[config.mk]
export PLATFORM = sky130hd
export DESIGN_NAME = issue_queue_wakeup
export DESIGN_NICKNAME = d
export VERILOG_FILES = /design/src/rtl/common.sv /design/src/rtl/parameters.sv /design/src/rtl/iq_wakeup_cmp.sv /design/src/rtl/issue_queue_wakeup.sv
export SDC_FILE = /design/constraint.sdc
export NUM_CORES = 2
export LEC_CHECK = 0
export ABC_CLOCK_PERIOD_IN_PS = 6100
export BUFFER_PORTS_ARGS = -buffer_cell sky130_fd_sc_hd__buf_2
export CELL_PAD_IN_SITES_DETAIL_PLACEMENT = 0
export CELL_PAD_IN_SITES_GLOBAL_PLACEMENT = 1
export CORE_MARGIN = 2
export CORE_UTILIZATION = 25
export DETAILED_ROUTE_END_ITERATION = 6
export GPL_TIMING_DRIVEN = 0
export MAX_ROUTING_LAYER = met4
export PLACE_DENSITY = 0.51
export SYNTH_ARGS = -nofsm -noshare
export SYNTH_HDL_FRONTEND = slang
export SYNTH_SLANG_ARGS = --single-unit
[constraint.sdc]
create_clock -name clk -period 6.1 [get_ports clk]
set_clock_uncertainty 0.15 [all_clocks]
set_input_delay 0.61 -clock clk [delete_from_list [all_inputs] [get_ports clk]]
set_output_delay 0.61 -clock clk [all_outputs]
set_load 0.005 [all_outputs]
[src/rtl/common.sv]
// Operand descriptor kinds and the issue queue entry layout.
package common;

    typedef enum logic [1:0] {
        ZERO,
        REG,
        IMM,
        PC
    } op_type_t;

    typedef struct packed {
        logic        busy;
        op_type_t    op1_type;
        op_type_t    op2_type;
        logic [31:0] op1;
        logic [31:0] op2;
        logic        op1_valid;
        logic        op2_valid;
        logic [31:0] payload;
    } iq_entry_t;

endpackage

[src/rtl/parameters.sv]
// Build-wide sizing constants shared by the dispatch and issue stages.
package parameters;

    localparam int unsigned DISPATCH_WIDTH       = 2;
    localparam int unsigned PHYS_REGS_ADDR_WIDTH = 6;
    localparam int unsigned IQ_DEPTH             = 8;
    localparam int unsigned WB_WIDTH             = 2;

endpackage

[src/rtl/iq_wakeup_cmp.sv]
// Matches one operand's phys tag against all writeback broadcasts and returns its
// updated ready bit; only REG operands can be woken.
module iq_wakeup_cmp
    import common::*;
    import parameters::PHYS_REGS_ADDR_WIDTH;
#(
    parameter int unsigned WB_WIDTH = parameters::WB_WIDTH
) (
    input  op_type_t                        op_type,
    input  logic [PHYS_REGS_ADDR_WIDTH-1:0] tag,
    input  logic                            op_valid,
    input  logic                            wb_valid [WB_WIDTH],
    input  logic [PHYS_REGS_ADDR_WIDTH-1:0] wb_tag   [WB_WIDTH],
    output logic                            woken
);

    logic hit;

    always_comb begin
        hit = 1'b0;
        for (int unsigned k = 0; k < WB_WIDTH; k++) begin
            hit = hit | (wb_valid[k] && (wb_tag[k] == tag));
        end
    end

    assign woken = op_valid | ((op_type == REG) && hit);

endmodule

[src/rtl/issue_queue_wakeup.sv]
// Collapsing issue queue: holds dispatched ops until both operands are ready by snooping
// writeback tags, then issues the oldest ready entry over a valid/ready handshake.
module issue_queue_wakeup
    import common::*;
    import parameters::DISPATCH_WIDTH;
    import parameters::PHYS_REGS_ADDR_WIDTH;
#(
    parameter int unsigned IQ_DEPTH = parameters::IQ_DEPTH,
    parameter int unsigned WB_WIDTH = parameters::WB_WIDTH
) (
    input  logic                            clk,
    input  logic                            rst_n,
    input  logic                            flush,
    input  logic                            dispatch_valid [DISPATCH_WIDTH],
    output logic                            dispatch_ready,
    input  op_type_t                        op1_type       [DISPATCH_WIDTH],
    input  op_type_t                        op2_type       [DISPATCH_WIDTH],
    input  logic [31:0]                     op1            [DISPATCH_WIDTH],
    input  logic [31:0]                     op2            [DISPATCH_WIDTH],
    input  logic                            op1_valid      [DISPATCH_WIDTH],
    input  logic                            op2_valid      [DISPATCH_WIDTH],
    input  logic [31:0]                     payload        [DISPATCH_WIDTH],
    input  logic                            wb_valid       [WB_WIDTH],
    input  logic [PHYS_REGS_ADDR_WIDTH-1:0] wb_tag         [WB_WIDTH],
    output logic                            issue_valid,
    input  logic                            issue_ready,
    output op_type_t                        issue_op1_type,
    output op_type_t                        issue_op2_type,
    output logic [31:0]                     issue_op1,
    output logic [31:0]                     issue_op2,
    output logic [31:0]                     issue_payload
);

    localparam int unsigned CntW = $clog2(IQ_DEPTH + 1);
    localparam int unsigned IdxW = (IQ_DEPTH > 1) ? $clog2(IQ_DEPTH) : 1;

    iq_entry_t entries_q [IQ_DEPTH];
    iq_entry_t entries_d [IQ_DEPTH];
    iq_entry_t woken     [IQ_DEPTH + 1];
    iq_entry_t incoming  [DISPATCH_WIDTH];

    logic [IQ_DEPTH-1:0]       s1_valid, s2_valid;
    logic [DISPATCH_WIDTH-1:0] d1_valid, d2_valid;
    logic [CntW-1:0]           count, slot;
    logic [IdxW-1:0]           sel_idx;
    logic                      sel_found, do_issue, any_dispatch;

    for (genvar i = 0; i < IQ_DEPTH; i++) begin : g_entry
        iq_wakeup_cmp #(.WB_WIDTH(WB_WIDTH)) u_cmp1 (
            .op_type (entries_q[i].op1_type),
            .tag     (entries_q[i].op1[PHYS_REGS_ADDR_WIDTH-1:0]),
            .op_valid(entries_q[i].op1_valid),
            .wb_valid(wb_valid),
            .wb_tag  (wb_tag),
            .woken   (s1_valid[i])
        );
        iq_wakeup_cmp #(.WB_WIDTH(WB_WIDTH)) u_cmp2 (
            .op_type (entries_q[i].op2_type),
            .tag     (entries_q[i].op2[PHYS_REGS_ADDR_WIDTH-1:0]),
            .op_valid(entries_q[i].op2_valid),
            .wb_valid(wb_valid),
            .wb_tag  (wb_tag),
            .woken   (s2_valid[i])
        );
    end

    // Incoming operands also see this cycle's broadcasts so no wakeup slips past dispatch.
    for (genvar b = 0; b < DISPATCH_WIDTH; b++) begin : g_bank
        iq_wakeup_cmp #(.WB_WIDTH(WB_WIDTH)) u_cmp1 (
            .op_type (op1_type[b]),
            .tag     (op1[b][PHYS_REGS_ADDR_WIDTH-1:0]),
            .op_valid(op1_valid[b]),
            .wb_valid(wb_valid),
            .wb_tag  (wb_tag),
            .woken   (d1_valid[b])
        );
        iq_wakeup_cmp #(.WB_WIDTH(WB_WIDTH)) u_cmp2 (
            .op_type (op2_type[b]),
            .tag     (op2[b][PHYS_REGS_ADDR_WIDTH-1:0]),
            .op_valid(op2_valid[b]),
            .wb_valid(wb_valid),
            .wb_tag  (wb_tag),
            .woken   (d2_valid[b])
        );
    end

    // Occupancy and oldest-ready select, both from registered state only.
    always_comb begin
        count     = '0;
        sel_found = 1'b0;
        sel_idx   = '0;
        for (int unsigned i = 0; i < IQ_DEPTH; i++) begin
            count = count + CntW'(entries_q[i].busy);
            if (!sel_found && entries_q[i].busy && entries_q[i].op1_valid &&
                entries_q[i].op2_valid) begin
                sel_found = 1'b1;
                sel_idx   = IdxW'(i);
            end
        end
    end

    assign dispatch_ready = (count <= CntW'(IQ_DEPTH - DISPATCH_WIDTH));
    assign issue_valid    = sel_found;

    always_comb begin
        issue_op1_type = ZERO;
        issue_op2_type = ZERO;
        issue_op1      = '0;
        issue_op2      = '0;
        issue_payload  = '0;
        for (int unsigned i = 0; i < IQ_DEPTH; i++) begin
            if (sel_found && (sel_idx == IdxW'(i))) begin
                issue_op1_type = entries_q[i].op1_type;
                issue_op2_type = entries_q[i].op2_type;
                issue_op1      = entries_q[i].op1;
                issue_op2      = entries_q[i].op2;
                issue_payload  = entries_q[i].payload;
            end
        end
    end

    always_comb begin
        any_dispatch = 1'b0;
        for (int unsigned b = 0; b < DISPATCH_WIDTH; b++) begin
            any_dispatch = any_dispatch | dispatch_valid[b];
            incoming[b].busy      = 1'b1;
            incoming[b].op1_type  = op1_type[b];
            incoming[b].op2_type  = op2_type[b];
            incoming[b].op1       = op1[b];
            incoming[b].op2       = op2[b];
            incoming[b].op1_valid = d1_valid[b];
            incoming[b].op2_valid = d2_valid[b];
            incoming[b].payload   = payload[b];
        end
    end

    always_comb begin
        for (int unsigned i = 0; i < IQ_DEPTH; i++) begin
            woken[i]           = entries_q[i];
            woken[i].op1_valid = s1_valid[i];
            woken[i].op2_valid = s2_valid[i];
        end
        woken[IQ_DEPTH] = '0;
        do_issue = sel_found & issue_ready;

        // Entries above the issued slot slide down one; the top refills with an empty entry.
        for (int unsigned i = 0; i < IQ_DEPTH; i++) begin
            if (do_issue && (i >= 32'(sel_idx))) begin
                entries_d[i] = woken[i + 1];
            end else begin
                entries_d[i] = woken[i];
            end
        end

        slot = count - CntW'(do_issue);
        for (int unsigned b = 0; b < DISPATCH_WIDTH; b++) begin
            if (dispatch_ready && dispatch_valid[b]) begin
                for (int unsigned i = 0; i < IQ_DEPTH; i++) begin
                    if (slot == CntW'(i)) begin
                        entries_d[i] = incoming[b];
                    end
                end
                slot = slot + CntW'(1);
            end
        end

        if (flush) begin
            for (int unsigned i = 0; i < IQ_DEPTH; i++) begin
                entries_d[i] = '0;
            end
        end
    end

    always_ff @(posedge clk or negedge rst_n) begin
        if (!rst_n) begin
            for (int unsigned i = 0; i < IQ_DEPTH; i++) begin
                entries_q[i] <= '0;
            end
        end else begin
            entries_q <= entries_d;
        end
    end

    a_dispatch_when_ready: assert property (
        @(posedge clk) disable iff (!rst_n) any_dispatch |-> dispatch_ready
    );

endmodule

==> metrics.cfg <==
[sta]
timing.final.ws_setup_ns=-0.132
fin_crit_sh_pct=102
slew_viol_final=0
layout_min_cycle_time_ns=6.23
rsz0062_at_grt=yes
setup_viol_count_final=4
fmax_ghz=0.160
finalHoldViolations=0
slew_headroom_pct=0.245
worst_slew_pin_slew_ns=1.50

[clock_tree]
cts_sinks=824
root_buffer=clkbuf_16
cts_buffers=111
cts_max_path_buffers=3
clk_latency_ns=0.83
h-tree-depth=3
path_clk_slew_ns=0.06
tritoncts=built

[flow_run]
max-cap-violations=2

[die]
dieArea_um2=227000
ios=326
core_area_um2=222000
start_util_pct=25.1
die_y_um=476
fp-row-count=173
die_x_um=476

[yosys]
synthAdderAreaFrac_pct=0.346
async_reset_ff_share_pct=100
synth_area_um2=55700
synthCells=7045
post_synth_and_or_nand_nor_area_fraction_pct=15.8
ys_seq_area_share_pct=37.0
ys_ff_latch=824
synth_nets=7282
synth_edf_count=0
synth_top_family_by_area=compound AO/OA/AOI/OAI gates
ys.warnings.count=0
synth_compound_area_share_pct=34.5
ys_types=60
synth_mux_area_share_pct=1.84
avgSynthCellArea_um2=7.91
synthFlopType=dfrtp_1
synth_xor_area_share_pct=3.91

[pwr]
cellLeakagePower_uw=0.0285
vdd_drop_max_v=0.000361
powerDensity_nw_per_um2=387
total_power_uw=26100

[placed_design]
dp_worst_setup_slack_ns=-2.16
io_buffers=213
hpwl_um=309000
gp_congestion=1.02

[routing]
topRoutingLayerUsed=met4
drt-met1-wl_um=171000
met3_length_um=42800
antenna_left=0
postRouteWirelength_um=413000
drcViolationCount=5
vias=66000
drt_iter0_drc=9076
met2RoutedLength_um=173000
wl_per_cell_um=38.7
viasPerCell=6.18
drt_pass1_iterations=7

[critical_path]
critical-path-max-stage-delay_ns=0.73
cp-start-kind=flip-flop
crit_chain=nand3_1, nand2b_1, clkbuf_2, buf_16, nor2_4, buf_16, clkbuf_1, a221oi_1, a211oi_2, buf_2
reg2reg_depth=16
crit_family=buffers and inverters
cp_slowest_cell=a211oi_2
critPathMaxFanout=10
cp_common_cell=buf_16
cp_data_arrival_time_ns=5.47
crit_path_end_kind=primary output
required_ns=5.34
cp.depth=10
path_class=reg2out
critical_path_buf_inv_count=5

[layout]
nets=7761
area_delta_synth_final_pct=21.0
regMostFlops=entries_q
biggestRegsByFlops=entries_q x824
drive_above_1_share_pct=11.0
largest_reg_flops=824

[hold_path]
holdCritPathClass=in2reg
holdPathStages=3

[global_route]
grt_antenna_before_repair=81
globalRoute.totalOverflow=0
grt_use_total_pct=36.2
grt_max_degree=108
grt_pass1_vias=62200
grt_pass1_wl_um=550000

[run_status]
violations=design-rule violations, max-capacitance violations, negative setup slack
status=finished with violations

## cells in the final DEF, fill, tap and decap left out, types with 18 or more instances in the layout
cell type | synthesis | routed
a21boi_0 | 84 | 82
a21boi_1 | 84 | 86
a21o_1 | 139 | 139
a21oi_1 | 793 | 793
a221o_1 | 85 | 85
a221oi_1 | 209 | 207
a22o_1 | 85 | 85
a31oi_1 | 32 | 31
buf_1 | 55 | 37
buf_12 | 0 | 18
buf_16 | 0 | 27
buf_2 | 160 | 345
buf_4 | 17 | 51
clkbuf_1 | 638 | 522
clkbuf_16 | 0 | 114
clkbuf_2 | 0 | 110
clkbuf_4 | 0 | 36
clkbuf_8 | 0 | 33
dfrtp_1 | 824 | 824
diode_2 | 0 | 87
dlygate4sd3_1 | 0 | 94
inv_1 | 36 | 36
mux2i_1 | 100 | 99
nand2_1 | 1146 | 1141
nand3_1 | 141 | 141
nand4_1 | 37 | 37
nor2_1 | 440 | 433
nor2b_1 | 98 | 98
nor3_1 | 105 | 105
nor4_1 | 34 | 33
o211ai_1 | 120 | 120
o21ai_0 | 333 | 330
o21ai_1 | 82 | 83
o22ai_1 | 394 | 394
o2bb2ai_1 | 84 | 84
o41ai_1 | 300 | 296
xnor2_1 | 143 | 143
xor2_1 | 98 | 97
## worst reg2reg max path, stage by stage (launching register included)
cell and delay, ns:
dfrtp_1 0.46, fa_1 0.56, inv_1 0.05, fa_1 0.45, fa_1 0.50, inv_1 0.04
ha_1 0.20, fa_1 0.54, xor2_4 0.35, a22o_1 0.41, buf_4 0.28, nor2_1 0.10
nand4_1 0.17, buf_4 0.32, clkbuf_1 0.88, nor2_1 0.10, o41ai_1 0.37
## cells by family (layout without fill, tap and decap cells)
group	after synthesis	in the layout
DFF	824	824
AOI/OAI and AO/OA	2886	2886
other	0	87
xor gates and xnor gates	244	244
adders and majority gates	13	13
and+or+nand+nor	2068	2069
muxes	102	102
buffers and inverters	908	1470
## layout make-up
class | instances | area (um2)
clock buffers | 178 | 3420
inverters | 38 | 143
clock inverters | 19 | 272
well taps | 2975 | 3720
multi-input cells | 5314 | 31700
flip-flops and latches | 824 | 20600
repair buffers | 374 | 3290
fillers | 24200 | 154000
diodes | 87 | 218
plain buffers | 861 | 3990
## metal layers
layer  vias up  track usage [%]
met5         -                -
met4         0             21.3
met3       824             9.73
met2      4149             50.6
met1     33800             46.3
li1      27200                -
## per-stage QoR
step / hold slack, ns / std cells / utilization, % / area, um2 / setup TNS, ns
4_1_cts: 0.00583 / 10600 / 30.1 / 66800 / 0
3_3_place_gp: 0.413 / 10200 / 27.3 / 60500 / -
6_report: 0.0778 / 10700 / 30.4 / 67400 / -0.300
5_1_grt: 0.0671 / 10600 / 30.3 / 67300 / -0.749
2_1_floorplan: 0.164 / 7045 / - / 55700 / 0
3_5_place_dp: 0.429 / 10300 / 27.8 / 61700 / -1097.80
## cell usage after synthesis, drive strengths merged, types with 37 or more instances
cell type  count  area [um2]
o21ai        415        2080
a221oi       209        1830
mux2i        100        1000
a221o         85         851
a21o         139        1040
dfrtp        824       20600
inv           37         139
a22o          85         744
nor4          40         305
xor2          99         886
nor2         441        1660
nor3         105         526
xnor2        144        1270
a21boi       168        1260
nand2       1146        4300
o211ai       120         901
buf          232        1130
o2bb2ai       84         736
nor2b         98         613
o41ai        302        2660
o22ai        394        2460
nand4         38         244
a21oi        793        3970
nand3        141         706
clkbuf       638        2390
## where the power goes
part | switching, uW | leakage (uW) | total (uW) | internal, uW
combinational | 8710 | 0.0153 | 12100 | 3350
clock | 3000 | 0.00181 | 6980 | 3980
sequential | 777 | 0.0113 | 7040 | 6270
total | 12500 | 0.0285 | 26100 | 13600
## path summary, 6_finish.rpt
check	start	end	slack [ns]
max	entries_q[341]$_DFF_PN0_	issue_op1[1]	-0.13
min	payload[30]	entries_q[751]$_DFF_PN0_	0.08
max reg2reg	entries_q[102]$_DFF_PN0_	entries_q[199]$_DFF_PN0_	0.03
min reg2reg	entries_q[338]$_DFF_PN0_	entries_q[441]$_DFF_PN0_	0.40
max in group asynchronous	rst_n	entries_q[55]$_DFF_PN0_	2.90
min in group asynchronous	rst_n	entries_q[25]$_DFF_PN0_	0.28
## what timing repair did
item / 4_1_cts / 5_1_grt
setup buffers: 17 / 2
hold endpoints to repair: 291 / 0
setup endpoints to repair: 851 / 818
gates cloned: 0 / 1
pin swaps: 11 / 1
hold buffers: 94 / 0
resized for setup: 148 / 224
Power figures use the tool's default switching activity.
